File: config.mk
export PLATFORM = sky130hd
export DESIGN_NAME = clk_domain_reset_sequencer
export DESIGN_NICKNAME = d
export VERILOG_FILES = /design/src/rtl/clkseq_pkg.sv /design/src/rtl/lock_sync_filter.sv /design/src/rtl/clk_domain_reset_sequencer.sv
export SDC_FILE = /design/constraint.sdc
export NUM_CORES = 1
export LEC_CHECK = 0
export CAP_MARGIN = 20
export CORE_MARGIN = 1
export CORE_UTILIZATION = 45
export CTS_CLUSTER_DIAMETER = 150
export DETAILED_ROUTE_END_ITERATION = 6
export PLACE_DENSITY_LB_ADDON = 0.3
export RECOVER_POWER = 25
export SLEW_MARGIN = 20
export SYNTH_ARGS = -nofsm -noshare
export SYNTH_HDL_FRONTEND = slang
export SYNTH_SLANG_ARGS = --single-unit
File: constraint.sdc
create_clock -name clk -period 3.08 [get_ports clk]
set_clock_uncertainty 0.1 [all_clocks]
set_input_delay 0.308 -clock clk [delete_from_list [all_inputs] [get_ports clk]]
set_output_delay 0.308 -clock clk [all_outputs]
set_load 0.01 [all_outputs]
File: src/rtl/clkseq_pkg.sv
// State encodings (which double as the status output values), default parameter values
// and a small helper shared by the clock-domain reset sequencer.
package clkseq_pkg;

  typedef enum logic [2:0] {
    RESET_PLL  = 3'd0,
    WAIT_LOCK  = 3'd1,
    SDRAM_WAIT = 3'd2,
    REL_VGA    = 3'd3,
    REL_AUD    = 3'd4,
    RUN        = 3'd5
  } clkseq_state_e;

  localparam int STATUS_W = 3;

  localparam int DEF_ARESET_CYCLES   = 4;
  localparam int DEF_LOCK_FILT       = 16;
  localparam int DEF_SDRAM_INIT_WAIT = 5000;
  localparam int DEF_STAGE_GAP       = 8;
  localparam int DEF_LOCK_TIMEOUT    = 65535;
  localparam int DEF_CNT_W           = 16;

  function automatic logic [7:0] sat_inc8(input logic [7:0] v);
    return (v == 8'hFF) ? v : v + 8'd1;
  endfunction

endpackage

File: src/rtl/lock_sync_filter.sv
// Brings the asynchronous PLL lock into clk with two flops, then accepts lock only after
// LOCK_FILT consecutive synced-high cycles; clr holds the filter empty outside the lock wait.
module lock_sync_filter #(
  parameter int LOCK_FILT = 16
) (
  input  logic clk,
  input  logic reset_n,
  input  logic pll_locked,
  input  logic clr,
  output logic locked_s,
  output logic lock_ok
);

  localparam int FW = $clog2(LOCK_FILT + 1);

  logic          meta_q;
  logic          sync_q;
  logic [FW-1:0] filt_q, filt_d;

  always_comb begin
    filt_d = filt_q;
    if (clr || !sync_q) begin
      filt_d = '0;
    end else if (filt_q != FW'(LOCK_FILT)) begin
      filt_d = filt_q + 1'b1;
    end
  end

  always_ff @(posedge clk or negedge reset_n) begin
    if (!reset_n) begin
      meta_q <= 1'b0;
      sync_q <= 1'b0;
      filt_q <= '0;
    end else begin
      meta_q <= pll_locked;
      sync_q <= meta_q;
      filt_q <= filt_d;
    end
  end

  assign locked_s = sync_q;
  // The current high cycle is itself the last one of the LOCK_FILT run.
  assign lock_ok  = sync_q && !clr && (filt_q >= FW'(LOCK_FILT - 1));

endmodule

File: src/rtl/clk_domain_reset_sequencer.sv
// Board PLL bring-up: PLL reset pulse, filtered lock, SDRAM power-up delay, then ordered
// SDRAM/VGA/audio reset release. CLKSEQ_TIMEOUT_EN adds a WAIT_LOCK retry timer.
module clk_domain_reset_sequencer
  import clkseq_pkg::*;
#(
  parameter int ARESET_CYCLES   = DEF_ARESET_CYCLES,
  parameter int LOCK_FILT       = DEF_LOCK_FILT,
  parameter int SDRAM_INIT_WAIT = DEF_SDRAM_INIT_WAIT,
  parameter int STAGE_GAP       = DEF_STAGE_GAP,
`ifdef CLKSEQ_TIMEOUT_EN
  parameter int LOCK_TIMEOUT    = DEF_LOCK_TIMEOUT,
`endif
  parameter int CNT_W           = DEF_CNT_W
) (
  input  logic                clk,
  input  logic                reset_n,
  input  logic                pll_locked,
  input  logic                restart,
  output logic                pll_areset,
  output logic                sdram_rst_n,
  output logic                vga_rst_n,
  output logic                aud_rst_n,
  output logic                clocks_ready,
  output logic [STATUS_W-1:0] status,
  output logic [7:0]          lock_loss_cnt
);

  clkseq_state_e    state_q, state_d;
  logic [CNT_W-1:0] cnt_q, cnt_d;
  logic [7:0]       loss_q, loss_d;
  logic             areset_q, sdram_q, vga_q, aud_q, ready_q;
  logic             locked_s, lock_ok, lock_lost;

  lock_sync_filter #(
    .LOCK_FILT (LOCK_FILT)
  ) u_lock (
    .clk        (clk),
    .reset_n    (reset_n),
    .pll_locked (pll_locked),
    .clr        (state_q != WAIT_LOCK),
    .locked_s   (locked_s),
    .lock_ok    (lock_ok)
  );

  assign lock_lost = !locked_s && (state_q >= SDRAM_WAIT);

  // One elapsed-cycle counter serves every timed state; it restarts on each state entry.
  always_comb begin
    state_d = state_q;
    cnt_d   = cnt_q + 1'b1;
    loss_d  = lock_lost ? sat_inc8(loss_q) : loss_q;
    case (state_q)
      RESET_PLL:  if (cnt_q == CNT_W'(ARESET_CYCLES - 1)) state_d = WAIT_LOCK;
      WAIT_LOCK: begin
        if (lock_ok) begin
          state_d = SDRAM_WAIT;
`ifdef CLKSEQ_TIMEOUT_EN
        end else if (cnt_q == CNT_W'(LOCK_TIMEOUT - 1)) begin
          state_d = RESET_PLL;
`endif
        end
      end
      SDRAM_WAIT: if (cnt_q == CNT_W'(SDRAM_INIT_WAIT - 1)) state_d = REL_VGA;
      REL_VGA:    if (cnt_q == CNT_W'(STAGE_GAP - 1)) state_d = REL_AUD;
      REL_AUD:    if (cnt_q == CNT_W'(STAGE_GAP - 1)) state_d = RUN;
      default:    state_d = state_q;
    endcase
    // Restart outranks lock loss; loss is still counted above either way.
    if (restart) begin
      state_d = RESET_PLL;
    end else if (lock_lost) begin
      state_d = WAIT_LOCK;
    end
    if (restart || (state_d != state_q)) begin
      cnt_d = '0;
    end
  end

  always_ff @(posedge clk or negedge reset_n) begin
    if (!reset_n) begin
      state_q  <= RESET_PLL;
      cnt_q    <= '0;
      loss_q   <= 8'd0;
      areset_q <= 1'b1;
      sdram_q  <= 1'b0;
      vga_q    <= 1'b0;
      aud_q    <= 1'b0;
      ready_q  <= 1'b0;
    end else begin
      state_q  <= state_d;
      cnt_q    <= cnt_d;
      loss_q   <= loss_d;
      areset_q <= (state_d == RESET_PLL);
      sdram_q  <= (state_d >= REL_VGA);
      vga_q    <= (state_d >= REL_AUD);
      aud_q    <= (state_d == RUN);
      ready_q  <= (state_d == RUN);
    end
  end

  assign pll_areset    = areset_q;
  assign sdram_rst_n   = sdram_q;
  assign vga_rst_n     = vga_q;
  assign aud_rst_n     = aud_q;
  assign clocks_ready  = ready_q;
  assign status        = state_q;
  assign lock_loss_cnt = loss_q;

endmodule

Yosys cells after proc, flatten, opt, wreduce, memory -nomap -nowiden
Index checks and enable logic that the tools add are counted.
W data, S select, Z words.
Word-level totals
  bits in registers: 38
  bits in latches: 0
  bits in writable memories: 0
  bits in read-only memories: 0
  input port bits: 4
  output and inout bits: 16
  memories kept: 0
Cells by class
  $add $sub $neg: 3
  $mul: 0
  divide/modulo/power cells: 0
  magnitude comparators: 4
  eq/ne operators: 12
  shifts and indexed selects: 0
  multiplexer cells: 11
  bitwise gates (word level): 1
  reductions and logical operators: 11
Operator list (count)
  $mux W3: 7
  $add A16 B1 Y16 const B: 1
  $eq A16 B13 Y1 const B: 1
  $eq A16 B2 Y1 const B: 1
  $eq A16 B3 Y1 const B: 1
  $mux W16: 1
  $pmux W3 S5: 1
  $mux W5: 2
  $add A8 B1 Y8 const B: 1
  $eq A8 B8 Y1 const B: 1
  $eq A3 B2 Y1 const B: 2
  $eq A3 B3 Y1 const B: 2
  $ge A3 B2 Y1 const B: 2
  $logic_not A3 Y1: 2
  $add A5 B1 Y5 const B: 1
  $ge A5 B4 Y1 const B: 1
  $ne A5 B5 Y1 const B: 1
  $eq A3 B1 Y1 const B: 1
  $ge A3 B3 Y1 const B: 1
  $logic_and A1 B1 Y1: 3
  $ne A3 B1 Y1 const B: 1
  $ne A3 B3 Y1: 1
  $logic_not A1 Y1: 2
  $logic_or A1 B1 Y1: 2
  3 further kinds: 3

Longest topological paths before layout
Gate-level depths: netlist of the first run.
  depth in word-level cells: 11
  depth in mapped cells: 9
  gate-level depth less buffers: 8

Hierarchy
Synthesis of the first run repeated with hierarchy kept, for this count alone.
Second synthesis, totals
  cells, all modules: 176
  area total of the unflattened synthesis: 1886.8 um^2
By module, submodules not included
  clk_domain_reset_sequencer: instances 1, cells an instance 143, area each 1512.7 um^2
  lock_sync_filter: instances 1, cells an instance 33, area each 374.1 um^2

Least setup slack after synthesis of the first run
OpenSTA, ideal clock, no wires.
  kind: register to register
  start: reg u_lock.filt_q[0]
  end: reg cnt_q[8]
  setup time: 0.069 ns
  arrival time: 1.930 ns
  required time: 2.911 ns
  setup slack: 0.981 ns
  cell stages (with the launch flop): 10
  buffers on the path: 1
  period minus slack after synthesis: 2.099 ns
  path through: dfrtp_1 > ha_1 > and3_1 > ha_1 > nor2_1 > a21o_1 > o311ai_2 > or2_1 > buf_4 > nor2_2
Between the ends
  word-level cells in the longest chain between the ends: 9
RTL lines
  start: declaration: RTL line lock_sync_filter.sv:18  | logic [FW-1:0] filt_q, filt_d;
  start signal: assignment: RTL line lock_sync_filter.sv:37  | filt_q <= filt_d;
  $ge A5 B4 Y1: RTL line lock_sync_filter.sv:43  | assign lock_ok = sync_q && !clr && (filt_q >= FW'(LOCK_FILT - 1));
  $logic_and A1 B1 Y1: RTL line lock_sync_filter.sv:43
  $mux W3: RTL line clk_domain_reset_sequencer.sv:55  | if (lock_ok) begin
  $pmux W3 S5: RTL line clk_domain_reset_sequencer.sv:52  | case (state_q)
  $mux W3: RTL line clk_domain_reset_sequencer.sv:71  | end else if (lock_lost) begin
  $mux W3: RTL line clk_domain_reset_sequencer.sv:69  | if (restart) begin
  $ne A3 B3 Y1: RTL line clk_domain_reset_sequencer.sv:74  | if (restart || (state_d != state_q)) begin
  $logic_or A1 B1 Y1: RTL line clk_domain_reset_sequencer.sv:74
  $mux W16: RTL line clk_domain_reset_sequencer.sv:74
  net cnt_d[8]: RTL line clk_domain_reset_sequencer.sv:29  | logic [CNT_W-1:0] cnt_q, cnt_d;
  end signal: assignment: RTL line clk_domain_reset_sequencer.sv:91  | cnt_q <= cnt_d;
  end: declaration: RTL line clk_domain_reset_sequencer.sv:29
The timed path passes the listed nets, and every way through them passes these cells.
A chain may end at the register's enable or synchronous reset.

Final worst setup path of the first run
  start: reg cnt_q[0]
  end: reg cnt_q[9]
Between the ends
  word-level cells in the longest chain between the ends: 8
  elaborated cells on any way between the ends: 14
RTL lines (RTL line)
  $eq A16 B3 Y1, or another cell as far along: clk_domain_reset_sequencer.sv:64, clk_domain_reset_sequencer.sv:65
  $mux W3 (on tied branches)
  $pmux W3 S5: clk_domain_reset_sequencer.sv:52
  $mux W3: clk_domain_reset_sequencer.sv:71
  $mux W3: clk_domain_reset_sequencer.sv:69
  $ne A3 B3 Y1: clk_domain_reset_sequencer.sv:74
  $logic_or A1 B1 Y1: clk_domain_reset_sequencer.sv:74
  $mux W16 *: clk_domain_reset_sequencer.sv:74
  net cnt_d[9]: clk_domain_reset_sequencer.sv:29
Mark *: on every way through the listed nets, which the timed path passes. The rest lies on a longest branch.

==> results of run 1 <==
-- how the worst max path moves through the flow --
stage,to,from,cells past startpoint,slack [ps]
floorplan,cnt_q[8],u_lock.filt_q[0],9,980
global placement,cnt_q[9],cnt_q[0],6,770
detailed placement,cnt_q[9],cnt_q[0],6,690
CTS,cnt_q[9],cnt_q[0],6,680
global route,cnt_q[10],reset_n,2,340
finish,cnt_q[9],cnt_q[0],6,680
-- state kept, by name (all words and copies together) (netlist names) --
name	count
cnt_q	16
lock_loss_cnt	8
u_lock.filt_q	5
status	3
clocks_ready	1
pll_areset	1
sdram_rst_n	1
u_lock.locked_s	1
u_lock.meta_q	1
-- cells by family (layout without fill, tap and decap cells) --
group                      Yosys count  in the layout  share of synthesized area
buffers and inverters               15             38                     0.0366
adders and majority gates            5              5                     0.0327
DFF                                 37             37                      0.484
muxes                                2              2                     0.0111
and+or+nand+nor                     87             87                      0.260
AOI/OAI and AO/OA                   14             14                     0.0654
xor gates and xnor gates            24             24                      0.110
-- cells in the mapped netlist (all sizes together) --
cell	n	share of area
a211oi	1	0.010
a21o	1	0.0039
a21oi	2	0.0052
a221oi	1	0.0078
a31oi	1	0.0033
and2	2	0.0065
and3	5	0.017
buf	5	0.017
dfrtp	36	0.47
dfstp	1	0.014
ha	5	0.033
inv	10	0.020
mux2	1	0.0059
mux2i	1	0.0052
nand2	11	0.022
nand2b	1	0.0033
nand3	8	0.024
nand3b	1	0.0039
nand4	9	0.029
nand4bb	1	0.0059
nor2	34	0.077
nor2b	2	0.0065
nor3	5	0.016
nor4	3	0.024
nor4b	1	0.0078
nor4bb	1	0.0052
o21a	1	0.0039
o21ai	3	0.0078
o21ba	1	0.0052
o2bb2ai	1	0.0046
o311ai	1	0.0085
o41ai	1	0.0046
or2	1	0.0033
or3	1	0.0033
or4	1	0.0059
xnor2	17	0.078
xor2	7	0.032
-- layout make-up --
| type | count | area [sq um] | area share |
|---|---|---|---|
| Tap cell | 50 | 62.6 | 0.0277 |
| Clock buffer | 7 | 86.3 | 0.0383 |
| Timing Repair Buffer | 20 | 194 | 0.0860 |
| Inverter | 10 | 37.5 | 0.0166 |
| Multi-Input combinational cell | 132 | 917 | 0.407 |
| Sequential cell | 37 | 927 | 0.411 |
| Clock inverter | 1 | 30.0 | 0.0133 |
-- metrics by stage --
stage | cell area (sq um) | total power [mW]
2_1_floorplan | 1910 | 0.545
3_3_place_gp | 2140 | 0.567
3_5_place_dp | 2140 | 0.571
4_1_cts | 2260 | 1.00
5_1_grt | 2250 | 1.04
6_report | 2250 | 0.990
-- metal layers --
metal	vias to the layer above	share of wire
li1	667	-
met1	648	0.46
met2	33	0.49
met3	7	0.039
met4	0	0.019
met5	-	0
-- power breakdown --
group / internal [mW] / total [mW] / switching [mW]
clock: 0.264 / 0.430 / 0.166
sequential: 0.495 / 0.504 / 0.00978
combinational: 0.0214 / 0.0555 / 0.0341
==> run_results.csv, run 1 <==
group,metric,value,unit
setup_path,path_class,"flip-flop to flip-flop",
placement,place_congestion,0.814,
global_route,use_met1,0.236,
setup_path,path_buf_inv,0,
cells_and_area,num_antenna_cells,0,
global_route,use_met3,0.0574,
global_route,grt_max_degree,38,
clocking,cts_max_level,2,
logic_synthesis,synthCells,184,
placement,dp.cells,249,
die,die_h,67.2,microns
hold_path,worstHoldEndpoint,"u_lock.locked_s",
setup_path,path_cells,"ha_1, nand3_1, or4_4, a211oi_4, or2_1, nor2_2",
clocking,clkSinkCount,37,
setup_path,r2r_start,"cnt_q[0]",
setup_path,critPathSlowestCell,"or4_4",
placement,dp_hpwl,2650,microns
hold_path,hold_path.class,"flip-flop to flip-flop",
detailed_routing,wl_per_cell,14.3,microns
global_route,met2_usage,0.334,
timing,slew_headroom,-0.285,
timing,fmax,417,MHz
cells_and_area,drive_gt1_frac,0.140,
global_route,grt.busiest_layer,"met2",
logic_synthesis,ys_types,44,
clocking,clock-root-buffer,"clkbuf_8",
timing,rsz0062_at_grt,"no",
detailed_routing,drt_first_iter_violations,131,
detailed_routing,num_vias,1355,
clocking,cts_setup_buffers,0,
setup_path,cp.arrival,2460,ps
clocking,cts_hold_buffers,0,
global_route,grt_first_pass_wirelength,6450,microns
global_route,antenna_found_initial,0,
cells_and_area,stdcell_count,257,
detailed_routing,final_antenna_net_count,0,
placement,dpl_worst_slack,693,ps
power_and_ir_drop,cellPowerDensity,439,nW/um^2
flow_run,maxCapViolations,1,
timing,timing_hold_violations_final,0,
clocking,cts_buffers,5,
setup_path,cp.required,3150,ps
cells_and_area,nNetsFinal,215,
power_and_ir_drop,ir_worst_vdd,0.212,mV
logic_synthesis,syn-num-nets,193,
global_route,overflow,0,
clocking,cts_tree,"done",
clocking,clk-insertion-delay-late,290,ps
die,start_util,0.475,
hold_path,min_path_cells,0,
timing,tns,0,ps
setup_path,start_kind,"flip-flop",
hold_path,min_from,"u_lock.meta_q",
logic_synthesis,seq_area_frac_synth,0.484,
setup_path,critPathMaxFanout,8,
global_route,grt_pass1_vias,1402,
setup_path,max_stage_delay,460,ps
cells_and_area,layout_common_cells,"dfrtp_1, nor2_1, xnor2_1, clkdlybuf4s50_1, nand2_1",
detailed_routing,routed_wl,3680,microns
die,ios,20,
timing,worst-slew-pin-transition,1930,ps
detailed_routing,first_pass_iters,4,
clocking,clkTransAtPathRegs,70,ps
die,fp.dieW,67.2,microns
die,die_area,4520,sq um
timing,fin_hold_ws,265,ps
logic_synthesis,yosys_warnings,0,
setup_path,reg2reg_slack,680,ps
power_and_ir_drop,leakage,0.931,nW
global_route,grtUsageTotal,0.199,
timing,finalCritPeriodShare,0.779,
setup_path,r2r_cells,6,
timing,worst_slack,681,ps
logic_synthesis,syn-cell-area,1910,sq um
setup_path,path_delay_family,"simple AND/OR/NAND/NOR gates",
timing,maxSlewViolCount,38,
detailed_routing,drc,0,
cells_and_area,final_core_util,0.560,
cells_and_area,layout_commonest_cell,"dfrtp_1",
status,failed_checks,"capacitance limit, slew limit",
detailed_routing,viasPerCell,5.27,
clocking,cts_resized,0,
logic_synthesis,syn-mean-instance-area,10.4,sq um
die,core,4030,sq um
timing,min_period,2400,ps
setup_path,r2r_end,"cnt_q[9]",
clocking,clock_path_buffers,2,
cells_and_area,nFillCells,356,
setup_path,end_kind,"flip-flop",
placement,placement.io_buffers,19,
status,status,"complete, but fails checks",
die,rows,23,
cells_and_area,synthToLayoutAreaGrowth,17.8,%
timing,finalSetupViolations,0,
logic_synthesis,synth.ff_latch_count,37,
(Power assumes the default switching activity.)
==> inputs of run 2 (changes only) <==
Clock period 3.08 ns to 2.1 ns, I/O delays scaled along.
==> run 2 against run 1 <==
Wire length increased by 2.6%. The run now ends clean. Worst setup slack got worse by 600 ps. Cell count increased by 6.2%. Clock-buffer cell count unchanged. Maximum frequency increased by 19%. Critical path type unchanged. Combinational power increased by 87%. Global-route usage decreased by 0.84 points. Final area increased by 5.8%. Hold slack got worse by 3.4 ps. Largest cell class unchanged. Total power increased by 48%.
==> run_results.csv, run 2 (same netlist as run 1, synthesis figures left out) <==
group,metric,value,unit
die,core,4030,sq um
die,rows,23,
timing,tns,0,ps
timing,finalSetupViolations,0,
global_route,antenna_found_initial,0,
cells_and_area,synthToLayoutAreaGrowth,24.6,%
hold_path,hold_path.class,"flip-flop to flip-flop",
power_and_ir_drop,finalPower,1.47,mW
cells_and_area,regMostFlops,"cnt_q",
die,start_util,0.475,
setup_path,cp.arrival,2120,ps
power_and_ir_drop,p_int,1.16,mW
global_route,grtUsageTotal,0.190,
detailed_routing,final_antenna_net_count,0,
power_and_ir_drop,ir_worst_vdd,0.309,mV
cells_and_area,drive_gt1_frac,0.215,
timing,min_period,2020,ps
detailed_routing,num_vias,1445,
detailed_routing,drt_first_iter_violations,87,
setup_path,r2r_start,"cnt_q[0]",
hold_path,min_path_cells,0,
global_route,grt_pass1_vias,1371,
global_route,overflow,0,
power_and_ir_drop,p_comb_frac,0.071,
clocking,cts_tree,"done",
setup_path,path_buf_inv,1,
cells_and_area,num_antenna_cells,0,
setup_path,cp-startpoint,"cnt_q[0]",
clocking,clock_path_buffers,2,
setup_path,critPathSlowestCell,"or4_4",
setup_path,r2r_cells,7,
cells_and_area,layout_commonest_cell,"dfrtp_1",
timing,fmax,494,MHz
detailed_routing,viasPerCell,5.29,
status,status,"finished, final reports clean",
clocking,clock-root-buffer,"clkbuf_8",
setup_path,cp.required,2190,ps
timing,timing_hold_violations_final,0,
detailed_routing,drc,0,
clocking,clkTransAtPathRegs,70,ps
setup_path,r2r_end,"sdram_rst_n",
timing,finalCritPeriodShare,0.963,
die,die_h,67.2,microns
setup_path,end_kind,"flip-flop",
global_route,grt_max_degree,38,
cells_and_area,layout_common_cells,"dfrtp_1, nor2_1, xnor2_1, clkdlybuf4s50_1, buf_4",
timing,worst-slew-pin-transition,887,ps
placement,placement.io_buffers,19,
cells_and_area,nNetsFinal,231,
power_and_ir_drop,power_switching,0.311,mW
power_and_ir_drop,leakage,1.02,nW
clocking,cts_max_level,2,
cells_and_area,nFillCells,331,
timing,slew_headroom,0.408,
die,ios,20,
clocking,cts_hold_buffers,0,
clocking,clk-insertion-delay-late,290,ps
flow_run,maxCapViolations,0,
cells_and_area,largest_reg_flops,16,
hold_path,worstHoldEndpoint,"u_lock.locked_s",
setup_path,path_class,"flip-flop to flip-flop",
placement,dp_hpwl,2680,microns
detailed_routing,wl_per_cell,13.8,microns
setup_path,path_delay_family,"simple AND/OR/NAND/NOR gates",
power_and_ir_drop,p_sw_frac,0.212,
clocking,cts_buffers,5,
placement,place_congestion,0.792,
detailed_routing,first_pass_iters,4,
clocking,clkSinkCount,37,
cells_and_area,final_core_util,0.592,
global_route,grt_first_pass_wirelength,6270,microns
die,fp.dieW,67.2,microns
setup_path,path_cells,"ha_1, nand3_1, or4_4, a211oi_4, buf_4, nor2_1, a221oi_2",
timing,maxSlewViolCount,0,
detailed_routing,routed_wl,3780,microns
setup_path,critPathMaxFanout,3,
setup_path,start_kind,"flip-flop",
power_and_ir_drop,power_frac_seq,0.501,
setup_path,reg2reg_slack,80,ps
timing,fin_hold_ws,262,ps
power_and_ir_drop,cellPowerDensity,616,nW/um^2
hold_path,min_from,"u_lock.meta_q",
power_and_ir_drop,p_clk_frac,0.428,
setup_path,max_stage_delay,440,ps
die,die_area,4520,sq um
-- run 2: power groups by stage --
stage          combinational [mW]  clock (mW)  sequential, mW
2_1_floorplan              0.0511           0           0.748
3_3_place_gp               0.0928           0           0.748
3_5_place_dp               0.0962           0           0.749
4_1_cts                    0.0987       0.637           0.735
5_1_grt                     0.117       0.670           0.737
6_report                    0.104       0.629           0.736
-- run 2: metal layers --
metal | share of wire | vias to the layer above | track usage | wire length, microns
li1 | - | 701 | - | -
met1 | 0.46 | 697 | 0.244 | 1730
met2 | 0.49 | 35 | 0.304 | 1850
met3 | 0.034 | 12 | 0.0524 | 127
met4 | 0.021 | 0 | 0.0771 | 78
met5 | 0 | - | 0 | 0
-- run 2: stage by stage --
step,instance area [sq um],std cells,setup WS [ps]
3_3_place_gp,2230,261,53.2
4_1_cts,2350,269,32.6
6_report,2380,273,77.0
2_1_floorplan,1910,184,0.921
3_5_place_dp,2230,261,-43.8
5_1_grt,2380,273,-46.4
-- run 2: timing repair --
action,4_1_cts,5_1_grt
pin swaps,0,1
buffers inserted,0,4
gates resized for setup,1,1
cloned,0,0
endpoints found under the setup margin,8,6
-- run 2: how the worst max path moves through the flow --
stage	cells past startpoint	endpoint
final	7	sdram_rst_n
after global routing	7	sdram_rst_n
after CTS	8	clocks_ready
after detailed placement	8	cnt_q[12]
after global placement	8	cnt_q[12]
after floorplan	9	cnt_q[8]
-- run 2: layout make-up --
type | count | area [sq um] | area share
Clock inverter | 1 | 30.0 | 0.0126
Timing Repair Buffer | 36 | 315 | 0.132
Inverter | 10 | 37.5 | 0.0157
Multi-Input combinational cell | 132 | 926 | 0.388
Sequential cell | 37 | 927 | 0.389
Tap cell | 50 | 62.6 | 0.0262
Clock buffer | 7 | 86.3 | 0.0362
